**config.mk**
```make
export PLATFORM = sky130hd
export DESIGN_NAME = wb_bus_arbiter
export DESIGN_NICKNAME = d
export VERILOG_FILES = /design/src/rtl/wb_bus_arbiter.sv
export SDC_FILE = /design/constraint.sdc
export NUM_CORES = 1
export LEC_CHECK = 0
export CAP_MARGIN = 20
export CORE_MARGIN = 2
export CORE_UTILIZATION = 28
export CTS_CLUSTER_SIZE = 40
export DETAILED_ROUTE_END_ITERATION = 12
export GPL_ROUTABILITY_DRIVEN = 1
export GPL_TIMING_DRIVEN = 0
export PLACE_DENSITY = 0.75
export SLEW_MARGIN = 5
export SYNTH_ARGS = -nofsm -noshare
export SYNTH_HDL_FRONTEND = slang
export SYNTH_SLANG_ARGS = --single-unit
```
**constraint.sdc**
```tcl
create_clock -name clk_i -period 2.6 [get_ports clk_i]
set_input_delay 0.52 -clock clk_i [delete_from_list [all_inputs] [get_ports clk_i]]
set_output_delay 0.52 -clock clk_i [all_outputs]
set_load 0.01 [all_outputs]
```
**src/rtl/wb_bus_arbiter.sv**
```systemverilog
// wb_bus_arbiter
//   Two-master Wishbone arbiter (instruction master I, data master D) in front
//   of one shared slave. Grants are round-robin on ties, held for the whole
//   cycle once given (no preemption), and handed over directly to a waiting
//   master when the owner drops cyc. A granted strobe that goes TIMEOUT cycles
//   without an ack is aborted: one ABORT cycle that raises err_o to the owner.
//
// Ports
//   clk_i, rst_i                 clock, synchronous active-low reset
//   wbm_i_*                      instruction master (read-only)
//   wbm_d_*                      data master (read/write)
//   wbs_*                        shared slave bus
//   grant_o                      one-hot owner: 01 = I, 10 = D, 00 = none
module wb_bus_arbiter #(
  parameter int unsigned TIMEOUT = 255
) (
  input  logic        clk_i,
  input  logic        rst_i,
  // instruction master
  input  logic [31:0] wbm_i_adr_i,
  input  logic        wbm_i_cyc_i,
  input  logic        wbm_i_stb_i,
  output logic [15:0] wbm_i_dat_o,
  output logic        wbm_i_ack_o,
  output logic        wbm_i_err_o,
  // data master
  input  logic [31:0] wbm_d_adr_i,
  input  logic [15:0] wbm_d_dat_i,
  input  logic [1:0]  wbm_d_sel_i,
  input  logic        wbm_d_we_i,
  input  logic        wbm_d_cyc_i,
  input  logic        wbm_d_stb_i,
  output logic [15:0] wbm_d_dat_o,
  output logic        wbm_d_ack_o,
  output logic        wbm_d_err_o,
  // shared slave
  output logic [31:0] wbs_adr_o,
  output logic [15:0] wbs_dat_o,
  output logic [1:0]  wbs_sel_o,
  output logic        wbs_we_o,
  output logic        wbs_cyc_o,
  output logic        wbs_stb_o,
  input  logic [15:0] wbs_dat_i,
  input  logic        wbs_ack_i,
  // owner
  output logic [1:0]  grant_o
);

  typedef enum logic [1:0] {
    IDLE  = 2'd0,
    OWN_I = 2'd1,
    OWN_D = 2'd2,
    ABORT = 2'd3
  } state_t;

  // Counter value on the last cycle a strobe may wait; reaching it with no
  // ack means the next edge aborts.
  localparam logic [15:0] WAIT_LAST = 16'(TIMEOUT - 1);

  state_t      state_q, state_d;
  logic        last_owner_q, last_owner_d;  // 0 = I, 1 = D
  logic [15:0] wait_cnt_q, wait_cnt_d;
  logic        own_stb;
  logic        timed_out;

  assign own_stb   = (state_q == OWN_I) ? wbm_i_stb_i :
                     (state_q == OWN_D) ? wbm_d_stb_i : 1'b0;
  // Ack wins over a timeout landing in the same cycle.
  assign timed_out = own_stb && !wbs_ack_i && (wait_cnt_q == WAIT_LAST);

  always_ff @(posedge clk_i) begin
    if (!rst_i) begin
      state_q      <= IDLE;
      last_owner_q <= 1'b0;
      wait_cnt_q   <= '0;
    end else begin
      state_q      <= state_d;
      last_owner_q <= last_owner_d;
      wait_cnt_q   <= wait_cnt_d;
    end
  end

  always_comb begin
    state_d      = state_q;
    last_owner_d = last_owner_q;
    wait_cnt_d   = wait_cnt_q;

    case (state_q)
      IDLE: begin
        if (wbm_i_cyc_i && wbm_d_cyc_i) state_d = last_owner_q ? OWN_I : OWN_D;
        else if (wbm_i_cyc_i)           state_d = OWN_I;
        else if (wbm_d_cyc_i)           state_d = OWN_D;
      end
      OWN_I: begin
        if (!wbm_i_cyc_i)   state_d = wbm_d_cyc_i ? OWN_D : IDLE;
        else if (timed_out) state_d = ABORT;
      end
      OWN_D: begin
        if (!wbm_d_cyc_i)   state_d = wbm_i_cyc_i ? OWN_I : IDLE;
        else if (timed_out) state_d = ABORT;
      end
      ABORT:   state_d = IDLE;
      default: state_d = IDLE;
    endcase

    // Entry into an OWN state (including a direct I<->D handover) restarts
    // the wait count and records the new owner for round-robin.
    if ((state_d == OWN_I || state_d == OWN_D) && state_d != state_q) begin
      wait_cnt_d   = '0;
      last_owner_d = (state_d == OWN_D);
    end else if (state_q == OWN_I || state_q == OWN_D) begin
      if (wbs_ack_i || !own_stb) wait_cnt_d = '0;
      else                       wait_cnt_d = wait_cnt_q + 16'd1;
    end else begin
      wait_cnt_d = '0;
    end
  end

  // Slave-side mux and master responses. In ABORT, last_owner still names
  // the master that was just aborted, so it steers err_o.
  always_comb begin
    wbs_adr_o   = '0;
    wbs_dat_o   = '0;
    wbs_sel_o   = '0;
    wbs_we_o    = 1'b0;
    wbs_cyc_o   = 1'b0;
    wbs_stb_o   = 1'b0;
    wbm_i_ack_o = 1'b0;
    wbm_d_ack_o = 1'b0;
    wbm_i_err_o = 1'b0;
    wbm_d_err_o = 1'b0;
    grant_o     = 2'b00;

    case (state_q)
      OWN_I: begin
        wbs_adr_o   = wbm_i_adr_i;
        wbs_sel_o   = 2'b11;
        wbs_cyc_o   = wbm_i_cyc_i;
        wbs_stb_o   = wbm_i_stb_i;
        wbm_i_ack_o = wbs_ack_i;
        grant_o     = 2'b01;
      end
      OWN_D: begin
        wbs_adr_o   = wbm_d_adr_i;
        wbs_dat_o   = wbm_d_dat_i;
        wbs_sel_o   = wbm_d_sel_i;
        wbs_we_o    = wbm_d_we_i;
        wbs_cyc_o   = wbm_d_cyc_i;
        wbs_stb_o   = wbm_d_stb_i;
        wbm_d_ack_o = wbs_ack_i;
        grant_o     = 2'b10;
      end
      ABORT: begin
        wbm_i_err_o = !last_owner_q;
        wbm_d_err_o = last_owner_q;
      end
      default: ;
    endcase
  end

  assign wbm_i_dat_o = wbs_dat_i;
  assign wbm_d_dat_o = wbs_dat_i;

endmodule

```
## Yosys cells after proc, flatten, opt, wreduce, memory -nomap -nowiden

Cells that the tools add are included.
W data, S select, Z words.

| operators by class | value |
|---|---|
| $lt $le $gt $ge | 0 |
| shift operators | 0 |
| reduce and logical (&&, ||, !) cells | 12 |
| multipliers | 0 |
| div/mod/pow operators | 0 |
| equal/unequal tests | 7 |
| muxes and demuxes | 23 |
| bitwise logic cells | 2 |
| $add $sub $neg | 1 |

Operator list:

| operator | number |
|---|---|
| $pmux W32 S2 | 1 |
| $add A16 B1 Y16 const B | 1 |
| $eq A16 B8 Y1 const B | 1 |
| $mux W16 | 1 |
| $mux W2 | 8 |
| $mux W1 | 8 |
| $pmux W2 S2 | 2 |
| $pmux W2 S4 | 1 |
| $eq A2 B2 Y1 const B | 3 |
| $eq A2 B1 Y1 const B | 2 |
| $logic_and A1 B1 Y1 | 4 |
| $pmux W1 S2 | 2 |
| $reduce_or A4 Y1 | 1 |
| $logic_not A1 Y1 | 3 |
| $logic_or A1 B1 Y1 | 3 |
| $logic_not A2 Y1 | 1 |
| $ne A2 B2 Y1 | 1 |
| $not A1 Y1 | 2 |

| word-level totals | value |
|---|---|
| bits in read-only memories | 0 |
| memories | 0 |
| output and inout port bits | 91 |
| latch bits | 0 |
| logic and storage cells | 48 |
| input port bits | 106 |
| memory bits (writable) | 0 |
| register bits after elaboration | 19 |

## Longest topological paths before layout

Gate-level depths: netlist of run 1.

| depth | value |
|---|---|
| word-level depth | 12 |
| gate-level depth with buffers | 14 |
| depth with buffers taken out | 12 |

## Worst setup path after synthesis of run 1

Ideal clock, no wire load.

| timing path | value |
|---|---|
| path kind | reg2reg |
| from | reg state_q[1] |
| to | reg wait_cnt_q[7] |
| period minus slack after synthesis | 2.751 ns |
| buffers on the path | 1 |
| library setup time | 0.115 ns |
| cell stages (with the launch flop) | 12 |
| arrival time | 2.636 ns |
| path slack | -0.151 ns |
| data required time | 2.485 ns |
| cell sequence | dfxtp_1 > inv_1 > ha_1 > o21a_1 > or4_1 > nand2_1 > o21ai_0 > ha_1 > a2111o_1 > nand4_2 > buf_6 > nor2_1 |

| between the ends | value |
|---|---|
| word-level cells in the longest chain between the ends | 12 |
| elaborated cells on any way between the ends | 25 |
| classes of those cells | eq/ne (6); mux (9); bitwise (1); reduce/logical (9) |

RTL lines:

| item | RTL line | text |
|---|---|---|
| from (decl) | 60 | `state_t state_q, state_d;` |
| from (signal assigned) | 77 | `state_q <= state_d;` |
| $eq A2 B2 Y1 | 67, 88, 111 |  |
| $mux W1 | 67 | `(state_q == OWN_D) ? wbm_d_stb_i : 1'b0;` |
| $mux W1 | 66 | `assign own_stb = (state_q == OWN_I) ? wbm_i_stb_i :` |
| $logic_and A1 B1 Y1 (2 in a row) | 69 | `assign timed_out = own_stb && !wbs_ack_i && (wait_cnt_q == WAIT_LAST);` |
| $mux W2 | 96, 100 |  |
| $mux W2 (on tied branches) | 99, 95 |  |
| $pmux W2 S4 | 88 | `case (state_q)` |
| $eq A2 B1 Y1 or $eq A2 B2 Y1 (tied branches) | 108 | `if ((state_d == OWN_I \|\| state_d == OWN_D) && state_d != state_q) begin` |
| $logic_or A1 B1 Y1 | 108 |  |
| $logic_and A1 B1 Y1 | 108 |  |
| $reduce_or A4 Y1 (no source line) * | -- |  |
| to (signal assigned) | 79 | `wait_cnt_q <= wait_cnt_d;` |
| to (decl) | 62 | `logic [15:0] wait_cnt_q, wait_cnt_d;` |

Every way passes the cells marked *; elsewhere a longest branch is shown, timed or not.
A chain may end at the register's enable or synchronous reset.

## Worst setup path after layout of run 1

| timing path | value |
|---|---|
| from | reg state_q[1] |
| to | reg state_q[0] |

| between the ends | value |
|---|---|
| word-level cells in the longest chain between the ends | 8 |
| elaborated cells on any way between the ends | 12 |
| classes of those cells | eq/ne (3); mux (6); reduce/logical (3) |

RTL lines:

| item | RTL line |
|---|---|
| $eq A2 B2 Y1 | 67, 88 |
| $mux W1 | 67 |
| $mux W1 | 66 |
| $logic_and A1 B1 Y1 (2 in a row) | 69 |
| $mux W2 | 96, 100 |
| $mux W2 (on tied branches) | 99, 95 |
| $pmux W2 S4 * | 88 |

Marked as above.

==> results of run 1 <==
## where the power goes
group	internal [W]	total [W]	switching, W	leakage [nW]
Clock	0.000109	0.000195	0.0000860	0.0228
Sequential	0.000308	0.000335	0.0000274	0.156
Combinational	0.000832	0.00142	0.000591	1.82
## worst paths after layout
| path | from | end |
|---|---|---|
| worst max-delay path | state_q[1] | state_q[0] |
| worst min-delay path | last_owner_q | last_owner_q |
| worst max register to register | state_q[1] | state_q[0] |
| worst min register to register | last_owner_q | last_owner_q |
## cell usage in the layout (no fill, tap or decap), drive strengths merged, types with 7 or more instances in the layout
cell type | Yosys | final
dlygate4sd2 | 0 | 14
dlymetal6s2s | 0 | 20
clkdlybuf4s50 | 0 | 144
dfxtp | 19 | 19
o21ai | 7 | 7
nor2b | 35 | 35
xnor2 | 7 | 7
and2 | 21 | 21
a22oi | 32 | 32
nand3 | 11 | 11
nand2 | 16 | 16
ha | 8 | 8
buf | 40 | 61
nor2 | 24 | 24
clkbuf | 7 | 11
xor2 | 7 | 7
## area by class of cell
| class | count | area, um2 | share of cell area [%] |
|---|---|---|---|
| Clock buffer | 4 | 45.0 | 1.03 |
| Timing Repair Buffer | 199 | 1980 | 45.4 |
| Inverter | 6 | 27.5 | 0.631 |
| Buffer | 47 | 362 | 8.29 |
| Sequential cell | 19 | 390 | 8.95 |
| Tap cell | 99 | 124 | 2.84 |
| Multi-Input combinational cell | 200 | 1430 | 32.8 |
## cells by family (layout without fill, tap and decap cells)
group | Yosys count | count (layout) | synth area share [%]
fa+ha+maj | 8 | 8 | 4.92
flops | 19 | 19 | 18.7
mux | 1 | 1 | 0.492
xor+xnor | 14 | 14 | 6.02
compound gates | 53 | 53 | 18.6
simple gates | 124 | 124 | 35.2
buf+inv | 53 | 256 | 16.2
## sequential cells by signal, summed over array words and instances (netlist names)
signal,count
last_owner_q,1
wait_cnt_q,16
state_q,2
## worst register-to-register path: cells and delay by family, from the launching register on
kind	cells	cell delay (ns)
fa+ha+maj	1	0.19
buf+inv	9	1.11
flops	1	0.39
compound gates	2	0.20
simple gates	4	0.73
## metal layers
layer	global-route usage, %	routed length (um)	share of wire, %	vias to the layer above
met5	0	0	0	-
met4	6.11	189	2.1	0
li1	-	-	-	1310
met3	3.32	625	7.1	14
met1	23.7	3440	39	1203
met2	38.1	4600	52	99
## what timing repair did
| action | 4_1_cts | 5_1_grt |
|---|---|---|
| hold buffers | 0 | 0 |
| gates resized for setup | 57 | 39 |
| setup endpoints to repair | 54 | 60 |
| setup buffers | 19 | 0 |
| pin swaps | 17 | 6 |
| cloned | 1 | 0 |
## through the flow
stage	TNS (ns)	instances	hold slack, ns
floorplan	0	272	0.441
global placement	-15.61	550	0.455
detailed placement	-16.16	550	0.481
CTS	-1.21	574	0.522
global route	-2.63	574	0.539
finish	-0.714	574	0.515
==> results by group, run 1 <==
Run status
  • Status: finished with violations
  • Failing checks: setup timing

Drt
  • Vias: approximately 2,600
  • Drt first pass iters: 4
  • Drt drc: 0
  • Vias per cell: around 4.6
  • WL/cell: between 15 and 20 um
  • Post-Route WL: roughly 8900 um
  • Post-DRT Antenna Nets: 0
  • 1st-iter DRT viols: roughly 130

CTS
  • Clk_lat worst skew: 0.25 ns
  • Root Driver: clkbuf_8
  • Reg clk slew, reported paths: 0.06 ns
  • # clock sinks: 19
  • CTS tree: built
  • CTS Buf Count: 3
  • CTS max path bufs: 2
  • H-tree depth: 1

Critical path
  • Worst-path fanout max: 8
  • Critical Path Max Stage Delay: around 0.50 ns
  • Crit end category: flop
  • Req. time, crit path: between 2 and 3 ns
  • WP data arrival: approximately 2.9 ns
  • Slowest-stage cell, CP: or4_4
  • WP buf/inv: 9
  • Reg2Reg Depth: 16
  • Worst Setup Start Kind: flop
  • Cell mode on critical path: buf_4
  • Levels on crit path: 16
  • R2r setup slk: -0.07 ns
  • Top Family by Delay on Critical Path: buffers and inverters
  • Kind of critical path: reg2reg
  • Critical-path cell list: inv_2, ha_4, nand2_1, o21a_1, or4_4, nand2_2, o21ai_2, buf_4, buf_4, buf_4, buf_4, buf_4, buf_4, buf_4, buf_4, nor2_2

Cells and area
  • # diodes: 0
  • Core Util, Final: between 60% and 70%
  • Filler instances: about 650
  • Area growth from synthesis to layout: 114%
  • Final Net Count: 590
  • Fraction of layout cells with a size suffix above 1: 21.7%
  • Fin area: around 4400 um2

Floorplan
  • Overall die height: just under 90 um
  • Die width: 89.3 um
  • Core area: 7140 um2
  • Starting Density: around 29%
  • Site row count: 31
  • Die area: between 7000 and 8000 um2
  • I/O pin count: roughly 200

Logic synthesis
  • Synth area leaders: dfxtp_1 19%, a22oi_1 12%, buf_4 12%, nor2b_1 11%, and2_1 6.5%
  • Post-synth EDFFs: 0
  • Seq/Total Area, Yosys: between 10% and 20%
  • Syn_area_per_cell: between 7 and 8 um2
  • Syn Inst Count: around 270
  • #FFs+latches synth: 19
  • Most frequent cells after synthesis: 35 x nor2b_1, 32 x a22oi_1, 32 x buf_4
  • Post-Syn Area: around 2000 um2
  • Ys async rst share: 0%
  • Post-synthesis net count: 386
  • Yosys top cell by area: dfxtp_1
  • Synthesis Warnings: 0
  • Ys flop type: dfxtp_1
  • Synth cell types: 40
  • Most instantiated library cell after synthesis: nor2b_1
  • Post-synth top area share: between 10% and 20%

Power and ir drop
  • Power Dens Cells: approximately 450 nW/um2
  • Peak supply drop: around 360 uV
  • Static Leak: 2.00 nW
  • Total chip power: between 0.0015 and 0.002 W

STA
  • Fmax: 375 MHz
  • Final setup viols: 17
  • Unrepaired setup endpoints after global routing: yes
  • Final period utilization: 103%
  • Max Slew Vio Count: 0
  • Hold Fails Final Rpt: 0
  • Clock Skew: slightly below 0.002 ns
  • Final WS setup: -0.0680 ns
  • Max-slew headroom: 65.6%
  • Slew @ Worst Pin: just over 0.5 ns
  • Final min period: between 2 and 3 ns

GRT
  • GRT Total Usage: between 20 and 25%
  • Antenna violations before repair: 0
  • GRT overflow: 0
  • First-pass GRT wire length: 12,700 um
  • Largest net degree at the start of global routing: 11
  • Vias in the first global route: between 2,000 and 2,500

Place
  • DP Area: 4000 um2
  • Pre-CTS setup slack: -0.766 ns
  • Port-buffer cells: 179
  • Hpwl dp: 7120 um
  • RePlAce Congestion: approximately 0.8

Run
  • Max Cap Viol: 0

Worst hold path
  • Worst hold stages: 2
  • Hold Crit Class: reg2reg
No activity file was read; power rests on OpenSTA's default activity.
==> run 2, diff against run 1 <==
CORE_MARGIN = default   (was 2)
CTS_BUF_LIST = sky130_fd_sc_hd__clkbuf_8   (was default)
==> run 2 against run 1 <==
Against the previous run:
- the run still ends with setup timing left
- final cell count decreased by 1.4%
- count of clock-buffer cells in the layout decreased by 1
- first-iteration DRC count decreased by 22%
- sequential power about the same
- die area decreased by 4.4%
- fmax increased by 1.2%
- via count decreased by 2.7%
- sequential cell count unchanged
- hold slack got worse by 0.0063 ns
- power decreased by 3.8%
- core utilization increased by 1.6 points
- critical path type unchanged
==> results by group, run 2 (synthesis results as in run 1) <==
Drt
  • WL/cell: about 15 um
  • Drt drc: 0
  • Vias per cell: around 4.5
  • 1st-iter DRT viols: a little under 100
  • Drt first pass iters: 4
  • Post-DRT Antenna Nets: 0
  • Vias: between 2,000 and 3,000
  • Post-Route WL: just under 9000 um

Run status
  • Status: finished with violations
  • Failing checks: setup timing

Place
  • Port-buffer cells: between 150 and 200
  • Placed cells: around 550
  • Hpwl dp: 6840 um
  • RePlAce Congestion: around 0.86

CTS
  • Root Driver: clkbuf_8
  • Clk_lat worst skew: 0.26 ns
  • Reg clk slew, reported paths: ~0.08 ns
  • Post-CTS Hold Buffers: 0
  • CTS Buf Count: 3
  • H-tree depth: 1
  • CTS max path bufs: 2
  • CTS tree: built
  • # clock sinks: 19

Power and ir drop
  • Power Dens Cells: around 430 nW/um2
  • Total chip power: roughly 0.0019 W
  • Static Leak: 1.98 nW
  • Peak supply drop: roughly 330 uV

Critical path
  • Req. time, crit path: roughly 2.8 ns
  • Kind of critical path: reg2reg
  • WP data arrival: 2.80 ns
  • Worst Setup Start Kind: flop
  • Worst-path fanout max: 5
  • Crit end category: flop

Floorplan
  • Die width: between 80 and 90 um
  • I/O pin count: about 200
  • Overall die height: approximately 87 um
  • Starting Density: ~30%
  • Site row count: 30
  • Core area: around 6900 um2
  • Die area: roughly 7600 um2

STA
  • Unrepaired setup endpoints after global routing: yes
  • Hold Fails Final Rpt: 0
  • Final setup viols: 15
  • Setup_tns: -0.326 ns
  • Slew @ Worst Pin: 0.515 ns
  • Final min period: ~2.6 ns
  • Fmax: between 300 and 400 MHz
  • Final period utilization: 101%
  • Max-slew headroom: 65.2%
  • Max Slew Vio Count: 0
  • Final WS setup: -0.0370 ns
  • Clock Skew: ~0.012 ns
  • Hold WS: about 0.51 ns

GRT
  • GRT Total Usage: 21.4%
  • Vias in the first global route: approximately 2,500
  • Antenna violations before repair: 0
  • GRT overflow: 0
  • Largest net degree at the start of global routing: 13
  • First-pass GRT wire length: 12,700 um

Worst hold path
  • Hold Crit Class: reg2reg

Cells and area
  • # diodes: 0
  • Area growth from synthesis to layout: 113%
  • Core Util, Final: 62.7%
  • Largest register FFs: 16
  • Largest Register: wait_cnt_q
  • Fraction of layout cells with a size suffix above 1: approximately a fifth
  • Final Net Count: a little under 600
  • Final std cells w/o fill: roughly 570
  • Most frequent cells in the layout: 144 x clkdlybuf4s50_1, 46 x buf_4, 34 x nor2b_1
  • Commonest non-fill, non-tap cell in the layout: clkdlybuf4s50_1
  • Top flop regs: wait_cnt_q x16, state_q x2, last_owner_q x1
  • Filler instances: ~630

Run
  • Max Cap Viol: 0
-- run 2: per-layer routing --
metal	share of wire (%)	GRT usage [%]	vias up
li1	-	-	1301
met3	6.5	3.60	10
met2	52	41.3	84
met4	1.5	5.22	0
met5	0	0	-
met1	40	24.2	1159
-- run 2: worst paths after layout --
| path | startpoint | endpoint | slack (ns) | depth (start not counted) |
|---|---|---|---|---|
| min reg2reg | last_owner_q | last_owner_q | 0.51 | 2 |
| max reg2reg | wait_cnt_q[0] | wait_cnt_q[14] | -0.04 | 12 |
| max | wait_cnt_q[0] | wait_cnt_q[14] | -0.04 | 12 |
| min | last_owner_q | last_owner_q | 0.51 | 2 |
-- run 2: layout make-up --
cell class	instances	area, um2	share of cell area (%)
timing repair buffer	194	1940	44.8
multi-input combinational	200	1450	33.4
sequential	19	392	9.05
buffer	47	357	8.24
tap	96	120	2.78
clock buffer	3	41.3	0.954
inverter	6	27.5	0.636
clock inverter	1	6.26	0.145
-- run 2: critical path: stages (launching register included) --
cell and delay [ns]:
dfxtp_2 0.33, inv_2 0.05, ha_4 0.12, nor4b_4 0.21
nand3_1 0.12, or4_4 0.59, nand2_4 0.09, o21ai_4 0.07
ha_4 0.24, a2111o_1 0.39, nand4_4 0.12, buf_6 0.16
nor2_1 0.04
-- run 2: report_power, final --
| part | internal [W] | total, W | leakage (nW) | switching, W |
|---|---|---|---|---|
| clock | 0.000109 | 0.000208 | 0.0260 | 0.0000994 |
| sequential | 0.000307 | 0.000332 | 0.156 | 0.0000248 |
| combinational | 0.000764 | 0.00134 | 1.80 | 0.000574 |
-- run 2: through the flow --
step	cell area, um2	setup slack [ns]
4_1_cts	4240	-0.00783
2_1_floorplan	2090	0.0164
6_report	4330	-0.0370
3_3_place_gp	4000	-0.695
5_1_grt	4330	-0.140
3_5_place_dp	4000	-0.701
-- run 2: repair_timing --
| action | in CTS | in global routing |
|---|---|---|
| endpoints found under the setup margin | 56 | 54 |
| resized for setup | 56 | 35 |
| cloned | 2 | 0 |
| pin swaps | 11 | 6 |
| buffers inserted | 12 | 1 |
